File: src/rtl/obuft_serial_drv.sv
`default_nettype none
// +----------------------------------------------------------------------------+
// | Module      : obuft_serial_drv                                             |
// | Description : Serial driver feeding a tri-state pad (I/T). A word accepted |
// |               on a valid/ready handshake is framed by hi-Z turnaround gaps |
// |               and shifted out with the driver enabled. Optional parity:    |
// |               define OBUFT_DRV_PARITY_EN to append an even-parity bit.     |
// | Revision    : 1.0 - initial release                                        |
// +----------------------------------------------------------------------------+
module obuft_serial_drv #(
    parameter int WIDTH     = 8,
    parameter int TURN      = 2,
    parameter int MSB_FIRST = 1
) (
    input  logic             C,
    input  logic             R,
    input  logic [WIDTH-1:0] D,
    input  logic             LOAD,
    output logic             RDY,
    output logic             O_I,
    output logic             O_T,
    output logic             BUSY,
    output logic             DONE
);

`ifdef OBUFT_DRV_PARITY_EN
    localparam int c_PAR = 1;
`else
    localparam int c_PAR = 0;
`endif
    localparam int         c_NB      = WIDTH + c_PAR;
    localparam logic [5:0] c_NB_CNT  = 6'(c_NB);
    localparam logic [3:0] c_TURN_M1 = (TURN > 0) ? 4'(TURN - 1) : 4'd0;

    generate
        if (WIDTH < 1 || WIDTH > 32) begin : g_bad_width
            $error("obuft_serial_drv: WIDTH must be in 1..32");
        end
        if (TURN < 0 || TURN > 15) begin : g_bad_turn
            $error("obuft_serial_drv: TURN must be in 0..15");
        end
        if (MSB_FIRST != 0 && MSB_FIRST != 1) begin : g_bad_order
            $error("obuft_serial_drv: MSB_FIRST must be 0 or 1");
        end
    endgenerate

    typedef enum logic [1:0] {
        S_IDLE  = 2'd0,
        S_LEAD  = 2'd1,
        S_SHIFT = 2'd2,
        S_TAIL  = 2'd3
    } state_t;

    state_t          r_state;
    state_t          w_state_n;
    logic [3:0]      r_tcnt;
    logic [3:0]      w_tcnt_n;
    logic [5:0]      r_bcnt;
    logic [5:0]      w_bcnt_n;
    logic [c_NB-1:0] r_shreg;
    logic [c_NB-1:0] w_shreg_n;
    logic [c_NB-1:0] w_word;
    logic [c_NB-1:0] w_src;
    logic [c_NB-1:0] w_shifted;
    logic            w_bit;
    logic            r_o_i;
    logic            r_o_t;
    logic            r_rdy;
    logic            r_busy;
    logic            r_done;
    logic            w_o_i_n;
    logic            w_o_t_n;
    logic            w_rdy_n;
    logic            w_busy_n;
    logic            w_done_n;

    // Parity bit sits at the end of the shift order, after the last data bit.
`ifdef OBUFT_DRV_PARITY_EN
    logic w_par;
    assign w_par  = ^D;
    assign w_word = (MSB_FIRST != 0) ? {D, w_par} : {w_par, D};
`else
    assign w_word = D;
`endif

    // In IDLE the first bit comes straight from D (TURN = 0 path).
    assign w_src     = (r_state == S_IDLE) ? w_word : r_shreg;
    assign w_bit     = (MSB_FIRST != 0) ? w_src[c_NB-1] : w_src[0];
    assign w_shifted = (MSB_FIRST != 0) ? (w_src << 1) : (w_src >> 1);

    always_comb begin
        w_state_n = r_state;
        w_tcnt_n  = r_tcnt;
        w_bcnt_n  = r_bcnt;
        w_shreg_n = r_shreg;
        w_o_i_n   = 1'b0;
        w_done_n  = 1'b0;

        case (r_state)
            S_IDLE: begin
                if (LOAD) begin
                    if (TURN > 0) begin
                        w_state_n = S_LEAD;
                        w_tcnt_n  = c_TURN_M1;
                        w_shreg_n = w_word;
                        w_bcnt_n  = c_NB_CNT;
                    end else begin
                        w_state_n = S_SHIFT;
                        w_o_i_n   = w_bit;
                        w_shreg_n = w_shifted;
                        w_bcnt_n  = c_NB_CNT - 6'd1;
                    end
                end
            end
            S_LEAD: begin
                if (r_tcnt == 4'd0) begin
                    w_state_n = S_SHIFT;
                    w_o_i_n   = w_bit;
                    w_shreg_n = w_shifted;
                    w_bcnt_n  = (r_bcnt != 6'd0) ? r_bcnt - 6'd1 : 6'd0;
                end else begin
                    w_tcnt_n = r_tcnt - 4'd1;
                end
            end
            S_SHIFT: begin
                // r_bcnt holds the bits still to drive after the current one.
                if (r_bcnt != 6'd0) begin
                    w_o_i_n   = w_bit;
                    w_shreg_n = w_shifted;
                    w_bcnt_n  = r_bcnt - 6'd1;
                end else if (TURN > 0) begin
                    w_state_n = S_TAIL;
                    w_tcnt_n  = c_TURN_M1;
                    w_done_n  = (c_TURN_M1 == 4'd0);
                end else begin
                    w_state_n = S_IDLE;
                    w_done_n  = 1'b1;
                end
            end
            S_TAIL: begin
                if (r_tcnt == 4'd0) begin
                    w_state_n = S_IDLE;
                end else begin
                    w_tcnt_n = r_tcnt - 4'd1;
                    w_done_n = (r_tcnt == 4'd1);
                end
            end
            default: begin
                w_state_n = S_IDLE;
            end
        endcase

        w_o_t_n  = (w_state_n != S_SHIFT);
        w_rdy_n  = (w_state_n == S_IDLE);
        w_busy_n = (w_state_n != S_IDLE);
    end

    always_ff @(posedge C) begin
        if (R) begin
            r_state <= S_IDLE;
            r_tcnt  <= 4'd0;
            r_bcnt  <= 6'd0;
            r_shreg <= '0;
            r_o_i   <= 1'b0;
            r_o_t   <= 1'b1;
            r_rdy   <= 1'b1;
            r_busy  <= 1'b0;
            r_done  <= 1'b0;
        end else begin
            r_state <= w_state_n;
            r_tcnt  <= w_tcnt_n;
            r_bcnt  <= w_bcnt_n;
            r_shreg <= w_shreg_n;
            r_o_i   <= w_o_i_n;
            r_o_t   <= w_o_t_n;
            r_rdy   <= w_rdy_n;
            r_busy  <= w_busy_n;
            r_done  <= w_done_n;
        end
    end

    assign O_I  = r_o_i;
    assign O_T  = r_o_t;
    assign RDY  = r_rdy;
    assign BUSY = r_busy;
    assign DONE = r_done;

endmodule
`default_nettype wire

File: config.mk
export PLATFORM = sky130hd
export DESIGN_NAME = obuft_serial_drv
export DESIGN_NICKNAME = d
export VERILOG_FILES = /design/src/rtl/obuft_serial_drv.sv
export SDC_FILE = /design/constraint.sdc
export NUM_CORES = 1
export LEC_CHECK = 0
export BUFFER_PORTS_ARGS = -buffer_cell sky130_fd_sc_hd__buf_2
export CAP_MARGIN = 20
export CELL_PAD_IN_SITES_DETAIL_PLACEMENT = 1
export CELL_PAD_IN_SITES_GLOBAL_PLACEMENT = 1
export CORE_AREA = 10 10 72 74
export CTS_CLUSTER_SIZE = 20
export DETAILED_ROUTE_END_ITERATION = 16
export DIE_AREA = 0 0 82 84
export PLACE_DENSITY = 0.78
export SETUP_SLACK_MARGIN = 0.2
export SLEW_MARGIN = 15
export SYNTH_ARGS = -nofsm -noshare
export SYNTH_HDL_FRONTEND = slang
export SYNTH_SLANG_ARGS = --single-unit
export TNS_END_PERCENT = 10
File: constraint.sdc
create_clock -name C -period 5.5 [get_ports C]
set_input_delay 0.55 -clock C [delete_from_list [all_inputs] [get_ports C]]
set_output_delay 0.55 -clock C [all_outputs]
set_load 0.03 [all_outputs]
==> impl_results.md, run 1 <==
- Outcome: finished clean
- Setup Skew: 2.36 ps
- Final hold violations: 0
- # resized after CTS: 0
- Root buf cell: clkbuf_8
- Vias per std cell: 5.71
- Ports: 16
- Final min period: approximately 2300 ps
- Share of layout cells above drive strength 1: 0.179
- Endpoints failing setup: 0
- Wirelength, routed: roughly 3500 um
- DRC viols: 0
- R2R depth: 6
- Worst ir drop on vdd: 0.000280 V
- Worst hold path class: reg2reg
- # Post-CTS Setup Buffers: 0
- Pre-antenna DRT Iters: 4
- Placed Cells: 214
- Critical Path RT: 5680 ps
- Grt ovf: 0
- Clock H-tree levels: 1
- First DRT Iteration DRCs: 49
- Synthesized cell area: 1460 um^2
- Clk slew on worst S/H paths: 80 ps
- Post-route core utilization: 0.411
- Data arrival, critical path: around 2500 ps
- Worst rel slew slack: 0.393
- Area delta synth->final: 8.76%
- Sequential fraction of the synthesis area: 0.344
- CP Capture Type: flip-flop
- Seq cells post-synth: 25
- Port Buffer Count: 15
- Wire per inst: 16.1 um
- FP Rows: 23
- PwrDens: 569 nW/um^2
- Commonest non-fill, non-tap cell in the layout: dfxtp_1
- Final Total Pwr: 901 uW
- Slew Limit Fails: 0
- Largest net degree at the start of global routing: 24
- CP Max Fanout: 13
- Max cap viols: 0
- Antenna Cells: 0
- Number of synthesized flops with an enable pin: 0
- Clock Tree Buf Depth: 2
- CTS buffer count: 3
- Ys Warns: 0
- Max frequency: around 430 MHz
- Initial Utilization: 0.378
- Most frequent cells in the layout: dfxtp_1, a21oi_1, buf_2
- Core Region: about 3900 um^2
- Syn Area/Cell: 9.28 um^2
- Leak pwr: 0.594 nW
- Clk sinks: 25
- Post-DP HPWL: 2680 um
- Post-synth ARST share: 0
- Worst setup SP type: flip-flop
- Clock Latency Late Sink: 270 ps
- Placer Congestion: 0.901
- Post-Layout Cell Count: 218
- RSZ-0062 raised after global routing: no
- Die Wd: 82 um
- Die area: 6890 um^2
- Ys flop type: dfxtp_1
- Number of global-route vias before repair: 1343
- Post-cts hold buffer count: 0
- Slew @ Worst Pin: 908 ps
- Critical path class: reg2reg
- Hold Path Depth: 2
- Cell count after synthesis: 157
- Setup TNS: 0 ps
- Vias: 1245
- Final worst-path cycle share: 0.425
- Die Height: 84 um
- Post-Syn Nets: 176
- DRT antenna net count: 0
- Global-route usage over all layers: 0.113
- Initial antenna violation count: 0
- Yosys cell types: 43
- Final net count: between 150 and 200
- CTS tree: yes
- Wire length of the first global-routing pass: 6330 um
-- cells by family after synthesis --
kind of cell	after synthesis	synth area share
buffers and inverters	18	0.0636
multiplexers	7	0.0481
AO/OA/AOI/OAI	51	0.276
flip-flops	25	0.344
adder cells (fa/ha/maj)	8	0.0687
AND/OR/NAND/NOR	48	0.200
-- per-stage QoR --
stage | area (um^2) | hold WS, ps | setup WS [ps]
floorplan | 1460 | 421 | 3640
global placement | 1540 | 455 | 3290
detailed placement | 1540 | 453 | 3180
CTS | 1580 | 470 | 3160
global route | 1580 | 494 | 2980
finish | 1580 | 468 | 3160
-- where the power goes --
| group | switching (mW) | internal (mW) |
|---|---|---|
| sequential | 0.0337 | 0.233 |
| combinational | 0.329 | 0.197 |
| clock | 0.0566 | 0.0518 |
-- Yosys cell counts (all sizes together) (2+ instances only) --
master	instances	area share
and2	2	0.0086
nand3	3	0.010
o21ai	3	0.010
nor2b	2	0.0086
nand2	7	0.018
nor3b	3	0.023
mux2i	7	0.048
buf	5	0.029
clkbuf	3	0.0086
ha	8	0.069
nor2	6	0.021
dfxtp	25	0.34
nand2b	3	0.013
a21oi	17	0.058
nand4	5	0.021
o31ai	4	0.021
nor4	3	0.013
a211oi	16	0.12
nand4b	2	0.012
or4	2	0.010
o32ai	3	0.018
inv	10	0.026
nor3	5	0.017
-- metal layers --
metal / vias up / routed length [um] / GRT usage
met5: - / 0 / 0
met4: 0 / 29 / 0.0356
met3: 2 / 207 / 0.0388
met2: 21 / 1780 / 0.185
met1: 612 / 1500 / 0.132
li1: 610 / - / -
-- state kept, by name (all words and copies together), names as in the netlist --
register,count
r_tcnt,4
r_bcnt,6
RDY,1
r_state,2
O_T,1
BUSY,1
DONE,1
r_shreg,8
O_I,1
-- worst max-delay path: stages, from the launching register on --
cell	delay (ps)
dfxtp_1	330
inv_1	100
ha_1	200
or3b_1	530
a211oi_4	620
nand3_1	180
o32ai_1	290
-- layout make-up --
type	count	area (um^2)
Clock buffer	4	45.0
Fill cell	468	2270
Inverter	10	37.5
Multi-Input combinational cell	114	863
Sequential cell	25	500
Tap cell	50	62.6
Timing Repair Buffer	15	75.1
-- final timing paths --
kind                    from        end  slack, ps
setup / recovery   r_tcnt[0]  r_bcnt[4]       3160
setup reg to reg   r_tcnt[0]  r_bcnt[4]       3160
hold / removal    r_shreg[7]        O_I        470
hold reg to reg   r_shreg[7]        O_I        470
No activity file was read; power rests on OpenSTA's default activity.
==> inputs of run 2 (changes only) <==
==> constraint.sdc (replaced) <==
create_clock -name C -period 2.3 [get_ports C]
set_input_delay 0.23 -clock C [delete_from_list [all_inputs] [get_ports C]]
set_output_delay 0.23 -clock C [all_outputs]
set_load 0.03 [all_outputs]
==> impl_results.md, run 2 (synthesized netlist as in run 1, its figures left out) <==
- Outcome: finished clean
- Crit Reg-Reg Endpoint: r_shreg[7]
- Hold Path Origin: D[0]
- R2R depth: 6
- Post-cts hold buffer count: 0
- Worst rel slew slack: 0.632
- Clock Latency Late Sink: 270 ps
- Ports: 16
- CP startpoint: r_bcnt[0]
- Number of global-route vias before repair: 1432
- Global-route usage over all layers: 0.120
- Area delta synth->final: 10.8%
- Data arrival, critical path: 2170 ps
- Critical path class: reg2reg
- Vias: 1249
- Min Hold Slack: 245 ps
- # Post-CTS Setup Buffers: 0
- CTS tree: yes
- Antenna Cells: 0
- Placer Congestion: 0.901
- Critical Path RT: 2440 ps
- Initial antenna violation count: 0
- Clock H-tree levels: 1
- Worst ir drop on vdd: 0.000526 V
- PwrDens: 1380 nW/um^2
- Fill cells: 473
- Hold Path Depth: 3
- Endpoints failing setup: 0
- Largest net degree at the start of global routing: 24
- Die area: around 6900 um^2
- Largest Register: r_shreg
- Top Registers: r_shreg (8), r_bcnt (6), r_tcnt (4)
- Port Buffer Count: 15
- Reg2reg start: r_bcnt[0]
- Clk sinks: 25
- Pre-antenna DRT Iters: 4
- Setup TNS: 0 ps
- M1 WL: 1600 um
- Setup Skew: 2.99 ps
- Grt ovf: 0
- CP Max Fanout: 13
- DRT antenna net count: 0
- DR top layer: met4
- Slew Limit Fails: 0
- Met2 routed WL: 2040 um
- Vias per std cell: 5.65
- Dpl cell area: 1560 um^2
- RSZ-0062 raised after global routing: yes
- Reg2reg setup slack: 270 ps
- Max cap viols: 0
- Wire length of the first global-routing pass: 6710 um
- Initial Utilization: 0.378
- Most frequent cells in the layout: dfxtp_1, a21oi_1, buf_2
- Worst hold path class: in2reg
- Final hold violations: 0
- Share of layout cells above drive strength 1: 0.205
- Leak pwr: 0.611 nW
- Die Wd: around 82 um
- Met3 wire length: 178 um
- Max frequency: just under 500 MHz
- DRC viols: 0
- Post-DP HPWL: roughly 2900 um
- Wirelength, routed: about 3800 um
- Wire per inst: 17.4 um
- Clock Tree Buf Depth: 2
- Clk slew on worst S/H paths: ~90 ps
- Worst hold endpoint: r_shreg[0]
- Worst setup SP type: flip-flop
- Final net count: between 150 and 200
- FP Rows: 23
- Final worst-path cycle share: 0.884
- CP Capture Type: flip-flop
- Fin area: ~1600 um^2
- First DRT Iteration DRCs: 53
- Final min period: 2030 ps
- Largest register FFs: 8
- Core Region: 3860 um^2
- Die Height: 84 um
- Root buf cell: clkbuf_8
- CTS buffer count: 3
- Slew @ Worst Pin: 548 ps
- Commonest non-fill, non-tap cell in the layout: dfxtp_1
-- run 2: cell types whose count changed in the layout (fill, tap and decap cells not counted) --
cell      previous run  this run
or3b_1               1         0
buf_6                0         1
or3b_4               0         1
buf_4                0         2
clkinv_2             0         1
clkbuf_1             1         0
-- run 2: stage by stage --
stage,power (mW),util,std cells,setup slack [ps]
floorplan,1.70,-,157,436
global placement,1.88,0.405,217,307
detailed placement,1.96,0.405,217,193
CTS,2.25,0.418,221,257
global route,2.42,0.419,221,123
finish,2.23,0.419,221,267
-- run 2: worst max-delay path by stage --
stage                            end  slack (ps)  depth (start not counted)
after floorplan            r_bcnt[3]         440                          7
after global placement    r_shreg[2]         310                          7
after detailed placement  r_shreg[4]         190                          7
after CTS                 r_shreg[7]         260                          7
after global routing      r_shreg[4]         120                          7
final                     r_shreg[7]         270                          6
-- run 2: worst max-delay path, stage by stage (launching register included) --
cell and delay, ps:
dfxtp_1 340, inv_1 110, ha_1 170, nor3b_4 390
nand3_1 480, a21oi_1 340, a211oi_2 70
-- run 2: what timing repair did --
| item | 4_1_cts | 5_1_grt |
|---|---|---|
| hold endpoints to repair | 0 | 0 |
| pin swaps | 0 | 0 |
| gates resized for setup | 1 | 1 |
| endpoints found under the setup margin | 9 | 16 |
-- run 2: power breakdown --
| group | total [mW] | internal, mW | switching (mW) |
|---|---|---|---|
| clock | 0.265 | 0.121 | 0.144 |
| sequential | 0.645 | 0.558 | 0.0873 |
| combinational | 1.32 | 0.519 | 0.805 |
| total | 2.23 | 1.20 | 1.04 |
-- run 2: layout make-up --
class / instances / area, um^2 / area share
multi-input combinational: 114 / 866 / 0.536
sequential: 25 / 500 / 0.310
timing repair buffer: 18 / 101 / 0.0628
tap: 50 / 62.6 / 0.0388
clock buffer: 3 / 41.3 / 0.0256
inverter: 10 / 37.5 / 0.0233
clock inverter: 1 / 5.00 / 0.00310
-- run 2: metal layers --
layer	track usage	vias to the layer above
li1	-	617
met1	0.130	614
met2	0.212	16
met3	0.0313	2
met4	0.0433	0
met5	0	-
